==> config.mk <==
export PLATFORM = sky130hd
export DESIGN_NAME = wb_conv_master
export DESIGN_NICKNAME = d
export VERILOG_FILES = /design/src/rtl/wb_conv_master.sv
export SDC_FILE = /design/constraint.sdc
export NUM_CORES = 1
export LEC_CHECK = 0
export ABC_AREA = 1
export ABC_CLOCK_PERIOD_IN_PS = 8440
export CAP_MARGIN = 10
export CORE_ASPECT_RATIO = 0.75
export CORE_UTILIZATION = 40
export DETAILED_ROUTE_END_ITERATION = 6
export GPL_TIMING_DRIVEN = 0
export PLACE_DENSITY_LB_ADDON = 0.05
export SLEW_MARGIN = 20
export SYNTH_ARGS = -nofsm -noshare
export SYNTH_HDL_FRONTEND = slang
export SYNTH_SLANG_ARGS = --single-unit
==> constraint.sdc <==
create_clock -name wb_clk_i -period 8.44 [get_ports wb_clk_i]
set_input_delay 0.844 -clock wb_clk_i [delete_from_list [all_inputs] [get_ports wb_clk_i]]
set_output_delay 0.844 -clock wb_clk_i [all_outputs]
set_load 0.05 [all_outputs]
==> src/rtl/wb_conv_master.sv <==
// Wishbone classic initiator that moves N-beat write/read block transfers between
// local streams and the conv accelerator slave bus, one non-pipelined beat at a time.
module wb_conv_master #(
    parameter int LEN_WIDTH      = 8,
    parameter int TIMEOUT_CYCLES = 64,
    parameter int TO_WIDTH       = 7
) (
    input  logic                 wb_clk_i,
    input  logic                 wb_rst_i,
    input  logic                 cmd_valid,
    output logic                 cmd_ready,
    input  logic                 cmd_we,
    input  logic [31:0]          cmd_adr,
    input  logic [LEN_WIDTH-1:0] cmd_len,
    input  logic [31:0]          wr_dat,
    input  logic                 wr_valid,
    output logic                 wr_ready,
    output logic [31:0]          rd_dat,
    output logic                 rd_valid,
    input  logic                 rd_ready,
    output logic                 wbm_cyc_o,
    output logic                 wbm_stb_o,
    output logic                 wbm_we_o,
    output logic [3:0]           wbm_sel_o,
    output logic [31:0]          wbm_adr_o,
    output logic [31:0]          wbm_dat_o,
    input  logic                 wbm_ack_i,
    input  logic [31:0]          wbm_dat_i,
    output logic                 busy,
    output logic                 done,
    output logic                 err
);

    typedef enum logic [2:0] {
        S_IDLE,
        S_FETCH,
        S_BUS,
        S_HOLD,
        S_FIN
    } state_t;

    state_t                 r_state;
    state_t                 w_state_next;
    logic                   r_we;
    logic [31:0]            r_adr;
    logic [LEN_WIDTH-1:0]   r_rem;
    logic [TO_WIDTH-1:0]    r_to;
    logic                   r_cyc;
    logic                   r_stb;
    logic                   r_wbm_we;
    logic [3:0]             r_sel;
    logic [31:0]            r_dat_o;
    logic [31:0]            r_rd_dat;
    logic                   r_rd_valid;
    logic                   r_done;
    logic                   r_err;
    logic                   w_ack;
    logic                   w_expire;
    logic                   w_bus_next;
    logic                   w_we_eff;

    // Ack only counts while our strobe is up; stray acks are ignored.
    assign w_ack      = wbm_ack_i & r_stb;
    assign w_expire   = (r_state == S_BUS) && !w_ack &&
                        (r_to == TO_WIDTH'(TIMEOUT_CYCLES - 1));
    assign w_bus_next = (w_state_next == S_BUS);
    // IDLE->BUS latches the direction on the same edge, so take it from the command.
    assign w_we_eff   = (r_state == S_IDLE) ? cmd_we : r_we;

    always_ff @(posedge wb_clk_i or posedge wb_rst_i) begin
        if (wb_rst_i) begin
            r_state <= S_IDLE;
        end else begin
            r_state <= w_state_next;
        end
    end

    always_comb begin
        w_state_next = r_state;
        case (r_state)
            S_IDLE: begin
                if (cmd_valid) begin
                    if (cmd_len == '0) begin
                        w_state_next = S_FIN;
                    end else if (cmd_we) begin
                        w_state_next = S_FETCH;
                    end else begin
                        w_state_next = S_BUS;
                    end
                end
            end
            S_FETCH: begin
                if (wr_valid) begin
                    w_state_next = S_BUS;
                end
            end
            S_BUS: begin
                if (w_ack) begin
                    if (!r_we) begin
                        w_state_next = S_HOLD;
                    end else if (r_rem == LEN_WIDTH'(1)) begin
                        w_state_next = S_FIN;
                    end else begin
                        w_state_next = S_FETCH;
                    end
                end else if (w_expire) begin
                    w_state_next = S_IDLE;
                end
            end
            S_HOLD: begin
                if (rd_ready) begin
                    w_state_next = (r_rem != '0) ? S_BUS : S_FIN;
                end
            end
            S_FIN: begin
                w_state_next = S_IDLE;
            end
            default: begin
                w_state_next = S_IDLE;
            end
        endcase
    end

    always_ff @(posedge wb_clk_i or posedge wb_rst_i) begin
        if (wb_rst_i) begin
            r_we       <= 1'b0;
            r_adr      <= '0;
            r_rem      <= '0;
            r_to       <= '0;
            r_cyc      <= 1'b0;
            r_stb      <= 1'b0;
            r_wbm_we   <= 1'b0;
            r_sel      <= 4'h0;
            r_dat_o    <= '0;
            r_rd_dat   <= '0;
            r_rd_valid <= 1'b0;
            r_done     <= 1'b0;
            r_err      <= 1'b0;
        end else begin
            // Bus strobes are registered copies of "next state is BUS".
            r_cyc    <= w_bus_next;
            r_stb    <= w_bus_next;
            r_wbm_we <= w_bus_next & w_we_eff;
            r_sel    <= w_bus_next ? 4'hF : 4'h0;
            r_to     <= ((r_state == S_BUS) && w_bus_next) ? r_to + TO_WIDTH'(1) : '0;
            r_done   <= (r_state == S_FIN);
            r_err    <= w_expire;
            if ((r_state == S_IDLE) && cmd_valid) begin
                r_we  <= cmd_we;
                r_adr <= cmd_adr;
                r_rem <= cmd_len;
            end
            if ((r_state == S_FETCH) && wr_valid) begin
                r_dat_o <= wr_dat;
            end
            if (w_ack) begin
                r_adr <= r_adr + 32'd4;
                r_rem <= r_rem - LEN_WIDTH'(1);
                if (!r_we) begin
                    r_rd_dat   <= wbm_dat_i;
                    r_rd_valid <= 1'b1;
                end
            end
            if ((r_state == S_HOLD) && rd_ready) begin
                r_rd_valid <= 1'b0;
            end
        end
    end

    assign cmd_ready = (r_state == S_IDLE);
    assign wr_ready  = (r_state == S_FETCH);
    assign busy      = (r_state != S_IDLE);
    assign rd_dat    = r_rd_dat;
    assign rd_valid  = r_rd_valid;
    assign wbm_cyc_o = r_cyc;
    assign wbm_stb_o = r_stb;
    assign wbm_we_o  = r_wbm_we;
    assign wbm_sel_o = r_sel;
    assign wbm_adr_o = r_adr;
    assign wbm_dat_o = r_dat_o;
    assign done      = r_done;
    assign err       = r_err;

endmodule

# Word level (Yosys, flattened, before mapping)
# Cells that the tools add are included.
# totals
latch_bits,0
memories,0
register_bits,124
input_bits,111
romBits,0
mem_bits_rw,0
output_inout_bits,109
word_cells,63
# op_classes
n_shift,0
mul,0
n_eq_ne,8
magnitude_cmp,0
mux,21
n_reduce_logical,15
div,0
n_bitwise,3
addsub,3
# ops
cell,n
32-bit two-way mux,2
32-bit by 3-bit adder with 32-bit output (second input constant),1
3-bit two-way mux,9
8-bit two-way mux,2
3-bit case mux with 4 select lines,1
3-bit by 2-bit equality test with 1-bit output (second input constant),3
8-bit by 1-bit equality test with 1-bit output (second input constant),1
8-bit logical NOT,1
8-bit nonzero test,1
8-bit by 1-bit subtractor with 8-bit output (second input constant),1
7-bit by 1-bit adder with 7-bit output (second input constant),1
7-bit by 6-bit equality test with 1-bit output (second input constant),1
7-bit two-way mux,1
1-bit logical AND,6
1-bit two-way mux,4
4-bit two-way mux,1
2-bit AND reduction,2
2-bit nonzero test,2
3-bit by 1-bit equality test with 1-bit output (second input constant),1
3-bit equality test (second input constant),1
3-bit logical NOT,1
3-bit nonzero test,1
1-bit AND,2
2-bit two-way mux,1
other kinds (3),3

# Depth between registers and ports, before layout
# Gate-level depths: netlist of the first run.
# logic_depth
depth_word,10
ltp_mapped,11
mapped_depth_nobuf,10

# Worst setup path before layout of the first run
# No wires, ideal clock.
# synth_timing
path_type,reg-to-output
start,reg r_state[0]
end,out cmd_ready
setup_slack_ns,6.240
t_required_ns,7.596
path_buffers,0
arrival_time_ns,1.356
path_stages_with_launch,4
cell_sequence,dfrtp_1 > nor2_2 > nand2_1 > inv_1
# synth_between
elab_chain_cells,1
# synth_rtl
element,line_no,rtl
from (decl),42,state_t r_state;
from (signal assigned),74,r_state <= w_state_next;
3-bit logical NOT,170,assign cmd_ready = (r_state == S_IDLE);
to (decl),11,"output logic cmd_ready,"
# No other way between the ends.

# Final worst setup path of the first run
# Ends and elaborated chain as after synthesis.

==> results.toml, run 1 <==
[logic_synthesis]
syn_area_um2 = 5910
ys_seq_area_frac = 0.508
syn_inst = 785
yosysWarnings = 0
synth.avg_cell_area_um2 = 7.53
synth-seq-cells = 120
yosysUniqueCellTypes = 34
syn_nets = 901

[clock_tree]
clk_pin_slew_ns = 0.06
holdBufCountCts = 0
clk_latency_ns = 0.41
cts_tree = "built"
h-tree-depth = 4
cts_made_buffers = 17
cts_setup_buffers = 0
clk_path_buf_depth = 2
cts-resized-gates = 0
root_buffer = "clkbuf_16"
cts.sinks = 120

[run_status]
status = "finished clean"

[timing]
rsz0062_at_grt = "false"
period_share = 0.345
setup_viol = 0
drv_slew = 0
skew_ns = 0.0110
slew-limit-headroom = 0.590
period_needed_ns = 2.92
timing.fmax_mhz = 343
timing.hold.ws_ns = 0.468
hold_violations = 0
totalNegativeSetupSlack_ns = 0
tightest_slew_ns = 0.615

[grt]
grt_remaining_overflow = 0
grt_max_degree = 65
grt_antenna_before_repair = 1
grt_pass1_vias = 5482
grt_pass1_wl_mm = 27.7
grt_usage = 0.236

[die]
io_pins = 220
coreArea_um2 = 14500
die_h_um = 107
rows = 38
die_area_um2 = 15300
initial_core_util = 0.409
fp.dieW_um = 142

[job]
maxCapViolCount = 0

[setup_path]
critPathMaxStageDelay_ns = 0.81
crit_path_start_kind = "register"
cp_num_buf_inv = 2
critPathArrivalTime_ns = 2.07
endpoint_kind = "primary output"
required_ns = 7.60
slowest_stage = "clkdlybuf4s50_1"
path_class = "reg2out"
crit_chain = "nor2_2 > nand2_1 > inv_1 > clkdlybuf4s50_1"
path_max_fanout = 5
cpLargestDelayFamily = "buffers and inverters"

[power_and_ir_drop]
power_density_nw_per_um2 = 426
p_leak_nw = 4.19
worst_ir_drop_vdd_v = 0.000293
finalPower_mw = 3.82

[drt]
routed.top_layer = "met4"
wl_met1_mm = 8.10
drt-pass1-iter-count = 5
drc_errors = 0
drt-initial-drc-count = 352
detail-route-antenna-nets = 0
route.met2.wl_mm = 7.27
wl_met3_mm = 1.81
via_count = 5832
detail_route.wl_per_cell_um = 14.1
finalWirelength_mm = 17.4
viasPerCell = 4.71

[placed_design]
place.gp.congestion = 0.896
hpwl_mm = 12.8
io_buffer_count = 219

[min_path]
hold_class = "reg2reg"

[final_layout]
syn_to_final_growth_pct = 51.8
nNetsFinal = 1140
drive_above_1_share = 0.0559
tightest hold or removal path: stages (launching register included):
cell and delay (ns):
dfrtp_1 0.34, nand2_1 0.05, nand2_1 0.05
state kept, by name, indices dropped and copies added (netlist names), 3 cells and up:
| signal | flops |
|---|---|
| r_state | 3 |
| rd_dat | 32 |
| wbm_dat_o | 32 |
| r_rem | 8 |
| r_to | 7 |
| wbm_adr_o | 32 |
kinds of logic after synthesis:
group	count (synthesis)	share of synthesized area
compound gates	53	0.0582
xor+xnor	8	0.0118
fa+ha+maj	5	0.0106
buf+inv	93	0.0645
flops	120	0.508
simple gates	506	0.347
synth_stat cells:
cell      number  area [um2]
a32oi_1        2        17.5
nand2_1      371        1390
inv_2          2        7.51
o21bai_1       2        15.0
a31oi_1        1        6.26
clkinv_1       1        3.75
xnor2_1        1        8.76
nand3_2        2        20.0
a22oi_1        2        15.0
nand3b_1       3        22.5
nor3_2         2        20.0
buf_4          7        52.6
nand4_1        3        18.8
nor3_1        11        55.1
clkbuf_1      11        41.3
o311ai_0       3        26.3
buf_1          5        18.8
o21a_1         1        7.51
dfrtp_1      120        3000
o211ai_1      15         113
inv_1         62         233
buf_2          5        25.0
o21ai_1        1        5.00
xor2_1         7        61.3
o21ai_0       17        85.1
a21oi_1        6        30.0
nor2_4         3        33.8
o22ai_1        1        6.26
nand3_1       46         230
nor2_2         2        12.5
o221ai_1       2        17.5
nor2_1        59         221
nand2_2        4        25.0
ha_1           5        62.6
cells in the final DEF (no fill, tap or decap), drive strengths merged, types with 15 or more instances in the layout:
cell,count
clkdlybuf4s50,219
o211ai,15
nand2,375
dfrtp,120
clkbuf,31
nor2,64
o21ai,18
nand3,48
buf,18
inv,65
per-layer routing:
layer / vias up / GRT usage
met5: - / 0
met1: 2649 / 0.321
li1: 2945 / -
met3: 18 / 0.0983
met4: 0 / 0.0737
met2: 220 / 0.340
where the power goes:
group | internal, mW | total (mW) | switching (mW)
clock network | 0.463 | 0.725 | 0.262
logic | 0.665 | 2.06 | 1.39
registers | 0.824 | 1.04 | 0.214
total | 1.95 | 3.82 | 1.87
stage by stage:
step | setup slack [ns] | instances | util | cell area, um2
after global routing | 5.46 | 1237 | 0.621 | 8970
after global placement | 2.50 | 1204 | 0.578 | 8360
after floorplan | 4.41 | 785 | - | 5910
after CTS | 5.51 | 1237 | 0.621 | 8970
final | 5.52 | 1238 | 0.621 | 8980
after detailed placement | 5.72 | 1205 | 0.580 | 8390
final timing paths:
path | startpoint | endpoint | slack, ns | depth (start not counted)
min in group asynchronous | wb_rst_i | rd_dat[11]$_DFFE_PP0P_ | 0.89 | 2
setup / recovery | r_state[0]$_DFF_PP0_ | cmd_ready | 5.52 | 4
setup reg to reg | wbm_sel_o[2]$_DFF_PP0_ | r_to[6]$_DFF_PP0_ | 6.53 | 8
max in group asynchronous | wb_rst_i | wbm_adr_o[7]$_DFFE_PP0P_ | 6.83 | 3
hold / removal | wbm_dat_o[17]$_DFFE_PP0P_ | wbm_dat_o[17]$_DFFE_PP0P_ | 0.47 | 2
hold reg to reg | wbm_dat_o[17]$_DFFE_PP0P_ | wbm_dat_o[17]$_DFFE_PP0P_ | 0.47 | 2
final cells by class:
cell class | count | area [um2]
inverters | 65 | 249
repair buffers | 220 | 2220
plain buffers | 28 | 138
fillers | 1320 | 5480
diodes | 1 | 2.50
multi-input cells | 572 | 2530
clock inverters | 12 | 150
well taps | 200 | 250
flip-flops and latches | 120 | 3000
clock buffers | 20 | 437
Power figures use the tool's default switching activity.
==> inputs of run 2 (changes only) <==
- ABC_CLOCK_PERIOD_IN_PS: 8440 -> 2770
- clock period: 8.44 -> 2.77 ns (I/O delays scaled with it)
==> run 2 against run 1 <==
  * Largest power group unchanged
  * Largest cell class unchanged
  * Global-route usage increased by 0.080 points
  * Via count increased by 0.45%
  * Register-to-register slack got worse by 5.7 ns
  * Critical path type unchanged
==> results.toml, run 2 (same netlist as run 1, synthesis figures left out) <==
[run_status]
status = "finished clean"

[grt]
grt_usage = 0.237
grt_antenna_before_repair = 0
grt_pass1_vias = 5567
grt_pass1_wl_mm = 28.1
grt_max_degree = 29
grt_remaining_overflow = 0

[setup_path]
endpoint_kind = "primary output"
cp_num_buf_inv = 2
cp-endpoint = "cmd_ready"
crit_path_start = "r_state[0]$_DFF_PP0_"
path_max_fanout = 5
path_class = "reg2out"
crit_chain = "nor2_2 > nand2_1 > inv_1 > clkdlybuf4s50_1"
rrSetupSlack_ns = 0.84
critPathArrivalTime_ns = 2.05
crit_path_start_kind = "register"
critPathMaxStageDelay_ns = 0.81
cpLargestDelayFamily = "buffers and inverters"
reg2reg_from = "wbm_sel_o[2]$_DFF_PP0_"
slowest_stage = "clkdlybuf4s50_1"
r2r_end = "r_to[0]$_DFF_PP0_"
cp_num_cells = 4
ff2ff_path_depth = 8
required_ns = 2.49

[clock_tree]
h-tree-depth = 4
cts.sinks = 120
cts_tree = "built"
holdBufCountCts = 0
clk_latency_ns = 0.41
cts-resized-gates = 0
clk_pin_slew_ns = 0.05
root_buffer = "clkbuf_16"
clk_path_buf_depth = 2
cts_setup_buffers = 0
cts_made_buffers = 17

[timing]
hold_violations = 0
period_share = 0.840
skew_ns = 0.0106
timing.fmax_mhz = 430
tightest_slew_ns = 0.641
drv_slew = 0
totalNegativeSetupSlack_ns = 0
rsz0062_at_grt = "false"
slew-limit-headroom = 0.572
setup_viol = 0
period_needed_ns = 2.33

[die]
fp.dieW_um = 142
die_area_um2 = 15300
rows = 38
initial_core_util = 0.409
coreArea_um2 = 14500
io_pins = 220
die_h_um = 107

[final_layout]
drive_above_1_share = 0.0597
final_cell_mix = "nand2_1, clkdlybuf4s50_1, dfrtp_1, inv_1, nor2_1"
post-route-cell-area_um2 = 8970
syn_to_final_growth_pct = 51.7
nNetsFinal = 1143
diodes = 0
final_common_cell = "nand2_1"
fin_cells = 1239
nFillCells = 1340
fin_util = 0.621

[placed_design]
hpwl_mm = 12.9
place_area_um2 = 8450
place.gp.congestion = 0.920
io_buffer_count = 219
placedCellCount = 1208

[power_and_ir_drop]
power_density_nw_per_um2 = 1270
worst_ir_drop_vdd_v = 0.000837
finalPower_mw = 11.4
p_leak_nw = 4.18

[drt]
detail_route.wl_per_cell_um = 14.0
via_count = 5858
detail-route-antenna-nets = 0
drt-pass1-iter-count = 5
drc_errors = 0
drt-initial-drc-count = 341
finalWirelength_mm = 17.3
viasPerCell = 4.73

[min_path]
hold_class = "in2async"

[job]
maxCapViolCount = 0
-- run 2: final cells by class --
class	count	area, um2	share of cell area
buffer	28	138	0.0153
clock buffer	19	443	0.0494
clock inverter	12	81.3	0.00907
inverter	65	248	0.0276
multi-input combinational	572	2530	0.282
sequential	120	3000	0.335
tap	200	250	0.0279
timing repair buffer	223	2280	0.254
-- run 2: worst min path at each step --
stage                               end  slack (ns)  cells past startpoint
3_5_place_dp          r_to[0]$_DFF_PP0_        0.46                      1
3_3_place_gp          r_to[0]$_DFF_PP0_        0.45                      1
5_1_grt           rd_dat[4]$_DFFE_PP0P_        0.34                      2
6_report          rd_dat[4]$_DFFE_PP0P_        0.29                      2
4_1_cts           rd_dat[4]$_DFFE_PP0P_        0.30                      2
2_1_floorplan  wbm_adr_o[0]$_DFFE_PP0P_        0.39                      2
-- run 2: through the flow --
step | setup WS [ns] | hold WS [ns]
finish | 0.444 | 0.293
global route | 0.345 | 0.335
CTS | 0.423 | 0.299
detailed placement | 0.647 | 0.457
global placement | -0.229 | 0.453
floorplan | 0.894 | 0.387
-- run 2: per-layer routing --
| layer | GRT usage | vias to the layer above | wire [um] | part of all wire |
|---|---|---|---|---|
| met5 | 0 | - | 0 | 0 |
| li1 | - | 2950 | - | - |
| met2 | 0.357 | 208 | 7340 | 0.42 |
| met3 | 0.0707 | 17 | 1420 | 0.082 |
| met4 | 0.0591 | 0 | 169 | 0.0098 |
| met1 | 0.332 | 2683 | 8390 | 0.48 |
-- run 2: power by group --
part | switching, mW | internal [mW] | leakage [nW] | total [mW]
sequential | 0.649 | 2.51 | 1.51 | 3.16
clock | 0.800 | 1.15 | 0.250 | 1.95
combinational | 4.24 | 2.03 | 2.42 | 6.28
total | 5.69 | 5.70 | 4.18 | 11.4
